[src/rtl/seq_det_pkg.sv]
// rtl/seq_det_pkg.sv - shared state encoding and default widths for the sequence detector controller
//
// Purpose : controller FSM state encoding and default parameter values.
// Ports   : none (package).
package seq_det_pkg;

  localparam int DATA_W_DEF = 8;
  localparam int PAT_W_DEF  = 4;
  localparam int CNT_W_DEF  = 4;

  localparam logic [1:0] ENC_IDLE  = 2'd0;
  localparam logic [1:0] ENC_SHIFT = 2'd1;
  localparam logic [1:0] ENC_DRAIN = 2'd2;
  localparam logic [1:0] ENC_DONE  = 2'd3;

  typedef enum logic [1:0] {
    IDLE  = ENC_IDLE,
    SHIFT = ENC_SHIFT,
    DRAIN = ENC_DRAIN,
    DONE  = ENC_DONE
  } state_t;

endpackage

[src/rtl/seq_det_ctrl_if.sv]
// rtl/seq_det_ctrl_if.sv - word-in / result-out handshake bundle for seq_det_ctrl
//
// Purpose : groups the input word handshake and the result handshake.
// Signals : in_valid/in_ready/in_data   producer -> controller word
//           out_valid/out_ready          controller -> consumer result handshake
//           out_count/out_hit            per-word match count and nonzero flag
// Modports: master (producer/consumer side), slave (controller side).
interface seq_det_ctrl_if #(
  parameter int DATA_W = 8,
  parameter int CNT_W  = 4
);
  logic              in_valid;
  logic              in_ready;
  logic [DATA_W-1:0] in_data;
  logic              out_valid;
  logic              out_ready;
  logic [CNT_W-1:0]  out_count;
  logic              out_hit;

  modport master (
    output in_valid, in_data, out_ready,
    input  in_ready, out_valid, out_count, out_hit
  );

  modport slave (
    input  in_valid, in_data, out_ready,
    output in_ready, out_valid, out_count, out_hit
  );
endinterface

[src/rtl/seq_det_core.sv]
// rtl/seq_det_core.sv - programmable serial Moore sequence detector
//
// Purpose : matches the serial bit stream against a PAT_W-bit pattern.
// Ports   : clk, rst (async, active-low)
//           clr_i      clears history, fill count and det_y
//           en_i       consume bit_i on this edge
//           bit_i      serial input bit
//           pat_i      pattern, pat_i[PAT_W-1] is the oldest bit
//           overlap_i  1 = overlapping matches, 0 = history cleared on match
//           det_y_o    registered match flag, high the cycle after the matching bit
module seq_det_core #(
  parameter int PAT_W = 4
) (
  input  logic             clk,
  input  logic             rst,
  input  logic             clr_i,
  input  logic             en_i,
  input  logic             bit_i,
  input  logic [PAT_W-1:0] pat_i,
  input  logic             overlap_i,
  output logic             det_y_o
);

  // Only the previous PAT_W-1 bits need storing: the incoming bit completes the window.
  localparam int HIST_W = PAT_W - 1;
  localparam int FILL_W = $clog2(PAT_W + 1);
  localparam logic [FILL_W-1:0] FILL_FULL = FILL_W'(PAT_W);

  logic [HIST_W-1:0] hist_q, hist_d;
  logic [FILL_W-1:0] fill_q, fill_d, fill_inc;
  logic              det_y_q, det_y_d;
  logic [PAT_W-1:0]  window;
  logic              match;

  always_comb begin
    window   = {hist_q, bit_i};
    fill_inc = (fill_q == FILL_FULL) ? fill_q : fill_q + FILL_W'(1);
    match    = en_i && (fill_inc == FILL_FULL) && (window == pat_i);

    hist_d  = hist_q;
    fill_d  = fill_q;
    det_y_d = 1'b0;

    if (clr_i) begin
      hist_d = '0;
      fill_d = '0;
    end else if (en_i) begin
      det_y_d = match;
      if (match && !overlap_i) begin
        hist_d = '0;
        fill_d = '0;
      end else begin
        hist_d = window[HIST_W-1:0];
        fill_d = fill_inc;
      end
    end
  end

  always_ff @(posedge clk or negedge rst) begin
    if (!rst) begin
      hist_q  <= '0;
      fill_q  <= '0;
      det_y_q <= 1'b0;
    end else begin
      hist_q  <= hist_d;
      fill_q  <= fill_d;
      det_y_q <= det_y_d;
    end
  end

  assign det_y_o = det_y_q;

endmodule

[src/rtl/seq_det_ctrl.sv]
// rtl/seq_det_ctrl.sv - word-level controller serializing words into the Moore sequence detector
//
// Purpose : accepts a word, shifts it MSB-first into seq_det_core, counts matches
//           and returns the count over a result handshake.
// Ports   : clk, rst (async, active-low)
//           cfg_pat, cfg_overlap  pattern / overlap mode, sampled on word accept
//           bus (slave)           in_valid/in_ready/in_data, out_valid/out_ready/out_count/out_hit
//           ser_bit               bit presented to the detector (0 outside SHIFT)
//           det_y                 registered detector output
//           out_first_pos         only with SEQ_CTRL_FIRSTPOS_EN: index of the last bit of the first match
module seq_det_ctrl
  import seq_det_pkg::*;
#(
  parameter int DATA_W = DATA_W_DEF,
  parameter int PAT_W  = PAT_W_DEF,
  parameter int CNT_W  = CNT_W_DEF
) (
  input  logic             clk,
  input  logic             rst,
  input  logic [PAT_W-1:0] cfg_pat,
  input  logic             cfg_overlap,
  seq_det_ctrl_if.slave    bus,
  output logic             ser_bit,
  output logic             det_y
`ifdef SEQ_CTRL_FIRSTPOS_EN
  ,
  output logic [$clog2(DATA_W)-1:0] out_first_pos
`endif
);

  localparam int POS_W = $clog2(DATA_W);
  localparam logic [POS_W-1:0] LAST_IDX = POS_W'(DATA_W - 1);
  localparam logic [CNT_W-1:0] CNT_MAX  = {CNT_W{1'b1}};

  state_t            state_q, state_d;
  logic [DATA_W-1:0] shreg_q, shreg_d;
  logic [POS_W-1:0]  bit_idx_q, bit_idx_d;
  logic [CNT_W-1:0]  cnt_q, cnt_d;
  logic [PAT_W-1:0]  pat_q, pat_d;
  logic              ovl_q, ovl_d;
  logic              core_clr, core_en;
  logic              in_ready_c, out_valid_c;
`ifdef SEQ_CTRL_FIRSTPOS_EN
  logic [POS_W-1:0]  first_pos_q, first_pos_d;
`endif

  always_comb begin
    state_d     = state_q;
    shreg_d     = shreg_q;
    bit_idx_d   = bit_idx_q;
    cnt_d       = cnt_q;
    pat_d       = pat_q;
    ovl_d       = ovl_q;
    core_clr    = 1'b0;
    core_en     = 1'b0;
    in_ready_c  = 1'b0;
    out_valid_c = 1'b0;
`ifdef SEQ_CTRL_FIRSTPOS_EN
    first_pos_d = first_pos_q;
`endif

    case (state_q)
      IDLE: begin
        in_ready_c = 1'b1;
        if (bus.in_valid) begin
          shreg_d   = bus.in_data;
          pat_d     = cfg_pat;
          ovl_d     = cfg_overlap;
          bit_idx_d = '0;
          cnt_d     = '0;
          core_clr  = 1'b1;
`ifdef SEQ_CTRL_FIRSTPOS_EN
          first_pos_d = '0;
`endif
          state_d   = SHIFT;
        end
      end
      SHIFT: begin
        core_en   = 1'b1;
        shreg_d   = shreg_q << 1;
        bit_idx_d = bit_idx_q + POS_W'(1);
        if (bit_idx_q == LAST_IDX) state_d = DRAIN;
      end
      DRAIN: begin
        state_d = DONE;
      end
      DONE: begin
        out_valid_c = 1'b1;
        if (bus.out_ready) state_d = IDLE;
      end
      default: state_d = IDLE;
    endcase

    // det_y lags the consumed bit by one edge, so the final bit's match is
    // only visible during DRAIN.
    if ((state_q == SHIFT || state_q == DRAIN) && det_y) begin
      if (cnt_q != CNT_MAX) cnt_d = cnt_q + CNT_W'(1);
`ifdef SEQ_CTRL_FIRSTPOS_EN
      // bit_idx has already advanced past the matching bit; in DRAIN it was the last one.
      if (cnt_q == '0)
        first_pos_d = (state_q == DRAIN) ? LAST_IDX : bit_idx_q - POS_W'(1);
`endif
    end
  end

  always_ff @(posedge clk or negedge rst) begin
    if (!rst) begin
      state_q   <= IDLE;
      shreg_q   <= '0;
      bit_idx_q <= '0;
      cnt_q     <= '0;
      pat_q     <= '0;
      ovl_q     <= 1'b0;
`ifdef SEQ_CTRL_FIRSTPOS_EN
      first_pos_q <= '0;
`endif
    end else begin
      state_q   <= state_d;
      shreg_q   <= shreg_d;
      bit_idx_q <= bit_idx_d;
      cnt_q     <= cnt_d;
      pat_q     <= pat_d;
      ovl_q     <= ovl_d;
`ifdef SEQ_CTRL_FIRSTPOS_EN
      first_pos_q <= first_pos_d;
`endif
    end
  end

  assign ser_bit       = (state_q == SHIFT) ? shreg_q[DATA_W-1] : 1'b0;
  assign bus.in_ready  = in_ready_c;
  assign bus.out_valid = out_valid_c;
  assign bus.out_count = cnt_q;
  assign bus.out_hit   = (cnt_q != '0);
`ifdef SEQ_CTRL_FIRSTPOS_EN
  assign out_first_pos = first_pos_q;
`endif

  seq_det_core #(
    .PAT_W (PAT_W)
  ) u_core (
    .clk       (clk),
    .rst       (rst),
    .clr_i     (core_clr),
    .en_i      (core_en),
    .bit_i     (ser_bit),
    .pat_i     (pat_q),
    .overlap_i (ovl_q),
    .det_y_o   (det_y)
  );

endmodule

[src/flat_wrapper.sv]
// flat-port wrapper written by rule: the top's interface ports become plain ports
module seq_det_ctrl_flat import seq_det_pkg::*;
#(
  parameter int DATA_W = DATA_W_DEF,
  parameter int PAT_W  = PAT_W_DEF,
  parameter int CNT_W  = CNT_W_DEF
)
  (clk, rst, cfg_pat, cfg_overlap, ser_bit, det_y, bus_in_valid, bus_in_data, bus_out_ready, bus_in_ready, bus_out_valid, bus_out_count, bus_out_hit);
  seq_det_ctrl_if #(.DATA_W(DATA_W), .CNT_W(CNT_W)) bus_i ();
  input  logic clk;
  input  logic rst;
  input  logic [PAT_W-1:0] cfg_pat;
  input  logic cfg_overlap;
  output logic ser_bit;
  output logic det_y;
  input wire logic [$bits(bus_i.in_valid)-1:0] bus_in_valid;
  input wire logic [$bits(bus_i.in_data)-1:0] bus_in_data;
  input wire logic [$bits(bus_i.out_ready)-1:0] bus_out_ready;
  output wire logic [$bits(bus_i.in_ready)-1:0] bus_in_ready;
  output wire logic [$bits(bus_i.out_valid)-1:0] bus_out_valid;
  output wire logic [$bits(bus_i.out_count)-1:0] bus_out_count;
  output wire logic [$bits(bus_i.out_hit)-1:0] bus_out_hit;
  assign bus_i.in_valid = bus_in_valid;
  assign bus_i.in_data = bus_in_data;
  assign bus_i.out_ready = bus_out_ready;
  assign bus_in_ready = bus_i.in_ready;
  assign bus_out_valid = bus_i.out_valid;
  assign bus_out_count = bus_i.out_count;
  assign bus_out_hit = bus_i.out_hit;
  seq_det_ctrl #(.DATA_W(DATA_W), .PAT_W(PAT_W), .CNT_W(CNT_W)) u_core (.clk(clk), .rst(rst), .cfg_pat(cfg_pat), .cfg_overlap(cfg_overlap), .bus(bus_i), .ser_bit(ser_bit), .det_y(det_y));
endmodule
[config.mk]
export PLATFORM = sky130hd
export DESIGN_NAME = seq_det_ctrl_flat
export DESIGN_NICKNAME = d
export VERILOG_FILES = /design/src/rtl/seq_det_pkg.sv /design/src/rtl/seq_det_ctrl_if.sv /design/src/rtl/seq_det_core.sv /design/src/rtl/seq_det_ctrl.sv /design/src/flat_wrapper.sv
export SDC_FILE = /design/constraint.sdc
export NUM_CORES = 1
export LEC_CHECK = 0
export ABC_AREA = 1
export BUFFER_PORTS_ARGS = -buffer_cell sky130_fd_sc_hd__buf_2
export CAP_MARGIN = 20
export CORE_MARGIN = 1.5
export CORE_UTILIZATION = 59
export DETAILED_ROUTE_END_ITERATION = 7
export PLACE_DENSITY = 0.83
export REMOVE_ABC_BUFFERS = 1
export SKIP_LAST_GASP = 1
export SLEW_MARGIN = 25
export SYNTH_ARGS = -nofsm -noshare
export SYNTH_HDL_FRONTEND = slang
export SYNTH_SLANG_ARGS = --single-unit
[constraint.sdc]
create_clock -name clk -period 4.35 [get_ports clk]
set_input_delay 0.2175 -clock clk [delete_from_list [all_inputs] [get_ports clk]]
set_output_delay 0.2175 -clock clk [all_outputs]
set_load 0.1 [all_outputs]
## Yosys cells after proc, flatten, opt, wreduce, memory -nomap -nowiden

Index checks and enable logic that the tools add are counted.

| word-level totals | value |
|---|---|
| flip-flop bits (word level) | 29 |
| bits of input ports | 17 |
| output and inout port bits | 9 |
| word-level logic and storage cells | 63 |

| cells by class | value |
|---|---|
| $add $sub $neg | 3 |
| eq/ne operators | 11 |
| multiplexer cells | 27 |
| reduce and logical (&&, ||, !) cells | 13 |

Operators by type and width:

| operator | number |
|---|---|
| 3-bit 2-to-1 mux | 8 |
| 4-bit 2-to-1 mux | 4 |
| 8-bit one-hot mux with 2 select lines | 1 |
| 3-bit == test, second input constant | 3 |
| 1-bit 2-to-1 mux | 8 |
| 8-bit 2-to-1 mux | 1 |
| 2-bit one-hot mux with 4 select lines | 1 |
| 3-bit by 1-bit adder with 3-bit output, second input constant | 2 |
| 2-bit 2-to-1 mux | 3 |
| 3-bit one-hot mux with 2 select lines | 1 |
| 4-bit by 1-bit adder with 4-bit output, second input constant | 1 |
| 2-bit == test, second input constant | 2 |
| 4-bit == test | 1 |
| 1-bit logical AND | 4 |
| 2-bit inequality test, second input constant | 2 |
| 4-bit inequality test, second input constant | 1 |
| 2-bit AND reduction | 2 |
| 2-bit nonzero test | 2 |
| 4-bit nonzero test | 1 |
| 3-bit AND reduction | 1 |
| 2-bit by 1-bit == test with 1-bit output, second input constant | 1 |
| 2-bit zero test | 1 |
| 2-bit by 1-bit inequality test with 1-bit output, second input constant | 1 |
| 1-bit zero test | 1 |
| 1-bit logical OR | 1 |

## Longest topological paths before layout

| depth | value |
|---|---|
| depth in word-level cells | 9 |
| mapped depth | 10 |
| mapped depth without buffers | 10 |

## Cells and area by module

From an unflattened synthesis, not the netlist that was laid out.

| second synthesis, totals | value |
|---|---|
| cells, all modules | 204 |
| area, all modules | 1699.1 um^2 |

Modules (own cells, without submodules):

| module | times used | cells each | area an instance (um^2) | sequential area each (um^2) |
|---|---|---|---|---|
| seq_det_ctrl | 1 | 140 | 1233.7 | 550.5 |
| seq_det_core | 1 | 64 | 465.4 | 175.2 |

## Worst setup path after synthesis

No wires, ideal clock.

| timing | value |
|---|---|
| kind | register to output |
| start point | register u_core.cnt_q[0] (netlist: u_core.bus.out_count[0]) |
| end point | output bus_out_hit |
| data arrival time | 1.930 ns |
| setup slack | 2.202 ns |
| cell stages (with the launch flop) | 4 |
| path through | dfrtp_1 -> inv_1 -> ha_1 -> nand2_1 |

| between the ends | value |
|---|---|
| cells in the longest elaborated chain, start to end | 1 |

Ends and longest elaborated chain:

| item | line | source |
|---|---|---|
| start, declared | seq_det_ctrl.sv:38 | `logic [CNT_W-1:0] cnt_q, cnt_d;` |
| start signal, assigned | seq_det_ctrl.sv:121 | `cnt_q <= cnt_d;` |
| 4-bit nonzero test | seq_det_ctrl.sv:134 | `assign bus.out_hit = (cnt_q != '0);` |
| end, declared | flat_wrapper.sv:22 | `output wire logic [$bits(bus_i.out_hit)-1:0] bus_out_hit;` |

No other way between the ends.

## Worst setup path in the final report

| timing | value |
|---|---|
| start point | register u_core.state_q[1] |
| end point | register u_core.shreg_q[4] |

| between the ends | value |
|---|---|
| cells in the longest elaborated chain, start to end | 3 |

Ends and longest elaborated chain:

| item | line | source |
|---|---|---|
| start, declared | seq_det_ctrl.sv:35 | `state_t state_q, state_d;` |
| start signal, assigned | seq_det_ctrl.sv:118 | `state_q <= state_d;` |
| 2-bit by 1-bit == test with 1-bit output / 2-bit zero test (equally long branches) | seq_det_ctrl.sv:62 | `case (state_q)` |
| 2-bit nonzero test (no line) / 2-bit inequality test (equally long branches) | - |  |
| 2-bit AND reduction (no line) | - |  |
| end signal, assigned | seq_det_ctrl.sv:119 | `shreg_q <= shreg_d;` |
| end, declared | seq_det_ctrl.sv:36 | `logic [DATA_W-1:0] shreg_q, shreg_d;` |

Several ways; a longest one is shown, not always the timed one.
A chain may end at the register's enable or synchronous reset.

==> impl_metrics.env <==
export IMPL_cts_root_buf="clkbuf_4"
export IMPL_end_kind="register"
export IMPL_pwr_share_comb_pct=45.8
export IMPL_final_util_pct=71.87
export IMPL_fmax_mhz=450.4
export IMPL_required_ns=4.59
export IMPL_die_y_microns=54.32
export IMPL_setup_viol=0
export IMPL_pre_cts_ws_ns=2.165
export IMPL_clock_skew_ns=0.01204
export IMPL_synth_most_common_cell="nand2_1"
export IMPL_worst_slack_ns=2.130
export IMPL_grt_use_total_pct=23.44
export IMPL_num_vias=1344
export IMPL_power_frac_seq_pct=35.8
export IMPL_status="finished clean"
export IMPL_worstPathArrival_ns=2.46
export IMPL_synth_area_leaders="dfrtp_1, nand2_1, ha_1"
export IMPL_rows=18
export IMPL_period_share_pct=51.04
export IMPL_ys_seq_area_share_pct=46.70
export IMPL_yosys_area_top_type="dfrtp_1"
export IMPL_leakagePower_nw=0.9582
export IMPL_r2r_slack_ns=2.13
export IMPL_clkLatencyLatePin_ns=0.33
export IMPL_avgSynthCellArea_sq_um=7.888
export IMPL_hp_start="cfg_pat[2]"
export IMPL_async_flop_share_pct=100.0
export IMPL_portBuffers=25
export IMPL_yosys_warnings=0
export IMPL_crit_type="register to register"
export IMPL_postCtsResizedCells=0
export IMPL_start_kind="register"
export IMPL_hold_viol=0
export IMPL_cts_htree_levels=2
export IMPL_fin_crit_ns=2.220
export IMPL_dieArea_sq_um=2951
export IMPL_nNetsFinal=253
export IMPL_drv_cap=0
export IMPL_p_sw_mw=0.5651
export IMPL_vdd_drop_max_mv=0.5784
export IMPL_synth_commonest_cells="nand2_1, inv_1, dfrtp_1"
export IMPL_reg2reg_from="u_core.state_q[1]$_DFFE_PN0P_"
export IMPL_hold_class="primary input to register"
export IMPL_diodes=0
export IMPL_cts_buffers=5
export IMPL_chipWidth_microns=54.32
export IMPL_grt_max_degree=30
export IMPL_core_area_sq_um=2477
export IMPL_tightestPinTransition_ns=0.6338
export IMPL_vias_per_cell=5.230
export IMPL_synth_top_area_share_pct=46.70
export IMPL_cts_buffer_depth=2
export IMPL_ff2ff_path_depth=6
export IMPL_p_clk_share_pct=18.4
export IMPL_slew_headroom_pct=57.74
export IMPL_hpwl_mm=2.239
export IMPL_ioPinCount=26
export IMPL_netlist_area_sq_um=1554
export IMPL_ys_seq_elements=29
export IMPL_p_per_area_nw_per_um2=702.6
export IMPL_initial_utilization_pct=62.73
export IMPL_dr_first_iter_drc_count=40
export IMPL_synth_cell_type_count=20
export IMPL_area_growth_pct=14.57
export IMPL_synthCells=197
export IMPL_p_int_mw=0.6857
export IMPL_synth_edf_count=0
export IMPL_fin_setup_tns_ns=0
export IMPL_switching_share_pct=45.18
export IMPL_finalPower_mw=1.251
export IMPL_grt_pass1_wl_mm=4.761
export IMPL_drive_above_1_share_pct=16.30
export IMPL_drc=0
export IMPL_place_gp_congestion=0.7893
export IMPL_grt_remaining_overflow=0
export IMPL_hold_end="u_core.pat_q[2]$_DFFE_PN0P_"
export IMPL_synth_flop_cell="dfrtp_1"
export IMPL_slew_violations=0
export IMPL_cts_sinks=29
export IMPL_path_max_fanout=18
export IMPL_antenna_found_initial=0
export IMPL_ant_nets=0
export IMPL_rsz0062_at_grt="no"
export IMPL_whs_path_depth=3
export IMPL_firstDrtPassIters=5
export IMPL_grt_pass1_vias=1181
export IMPL_timing_rr_end="u_core.shreg_q[4]$_DFFE_PN0P_"
export IMPL_path_clk_slew_ns=0.10
export IMPL_wl_per_cell_microns=12.03
export IMPL_tritoncts="done"
export IMPL_wl_mm=3.091
## worst max path at each step
| stage | startpoint | slack (ns) | cells after the start | endpoint |
|---|---|---|---|---|
| 4_1_cts | u_core.state_q[1]$_DFFE_PN0P_ | 2.13 | 6 | u_core.shreg_q[4]$_DFFE_PN0P_ |
| 3_3_place_gp | u_core.state_q[1]$_DFFE_PN0P_ | 2.33 | 5 | u_core.shreg_q[4]$_DFFE_PN0P_ |
| 3_5_place_dp | u_core.state_q[1]$_DFFE_PN0P_ | 2.17 | 6 | u_core.shreg_q[6]$_DFFE_PN0P_ |
| 2_1_floorplan | u_core.bus.out_count[0]$_DFF_PN0_ | 2.20 | 3 | bus_out_hit |
| 5_1_grt | u_core.state_q[1]$_DFFE_PN0P_ | 1.87 | 6 | u_core.shreg_q[4]$_DFFE_PN0P_ |
| 6_report | u_core.state_q[1]$_DFFE_PN0P_ | 2.13 | 6 | u_core.shreg_q[4]$_DFFE_PN0P_ |
## sequential cells by signal (all words and copies together) (netlist names)
signal / cells
u_core.bus.out_count: 4
u_core.state_q: 2
u_core.ovl_q: 1
u_core.shreg_q: 8
u_core.pat_q: 4
u_core.u_core.fill_q: 3
u_core.bit_idx_q: 3
u_core.u_core.hist_q: 3
u_core.u_core.det_y_o: 1
## final cells by class
cell class	instances	area [sq um]
multi-input cells	132	676.9
inverters	32	120.1
fillers	202	696.9
clock inverters	1	30.03
well taps	30	37.54
repair buffers	26	135.1
clock buffers	7	55.05
flip-flops and latches	29	725.7
## critical path, stage by stage (launching register included)
cell and delay, ns:
dfrtp_1 0.41, inv_1 0.11, ha_1 0.46, inv_1 0.31, o21ai_2 0.59, nor2_1 0.08
a31oi_1 0.18
## cell families (layout without fill, tap and decap cells)
logic type	Yosys count	after routing	synth area share (%)
xor+xnor	1	1	0.5637
fa+ha+maj	10	10	8.052
flops	29	29	46.70
simple gates	91	91	23.51
buf+inv	36	66	9.741
compound gates	30	30	11.43
## placed cells by master, fill, tap and decap left out, types with 2 or more instances in the layout
cell | Yosys | layout
nand2_1 | 56 | 56
inv_1 | 31 | 31
dfrtp_1 | 29 | 29
buf_2 | 1 | 25
nor2_1 | 22 | 22
o21ai_0 | 13 | 13
nand3_1 | 11 | 11
ha_1 | 10 | 10
a31oi_1 | 7 | 7
a21oi_1 | 5 | 5
clkbuf_4 | 0 | 5
o22ai_1 | 2 | 2
## repair_timing
| action | CTS | global route |
|---|---|---|
| hold buffers | 1 | 0 |
| hold endpoints to repair | 29 | 0 |
| buffers inserted | 0 | 0 |
| setup endpoints to repair | 0 | 0 |
## stage by stage
stage               hold slack (ns)  instances  area (sq um)
CTS                         0.07435        257          1780
global route                0.07575        257          1780
floorplan                  -0.07809        193          1523
global placement             0.2615        248          1685
detailed placement           0.2677        248          1685
finish                      0.08836        257          1780
## power by group through the flow
stage	Sequential, mW	Clock [mW]	Combinational (mW)
after floorplan	0.443	0	0.455
after global placement	0.444	0	0.542
after detailed placement	0.449	0	0.575
after CTS	0.446	0.237	0.575
after global routing	0.462	0.248	0.651
final	0.448	0.231	0.573
## metal layers
metal  part of all wire, %  GRT usage (%)
met1                    42          26.47
met2                    49          39.96
met3                   6.6          6.831
met4                   1.7          12.08
met5                     0              0
No activity file was read; power rests on OpenSTA's default activity.
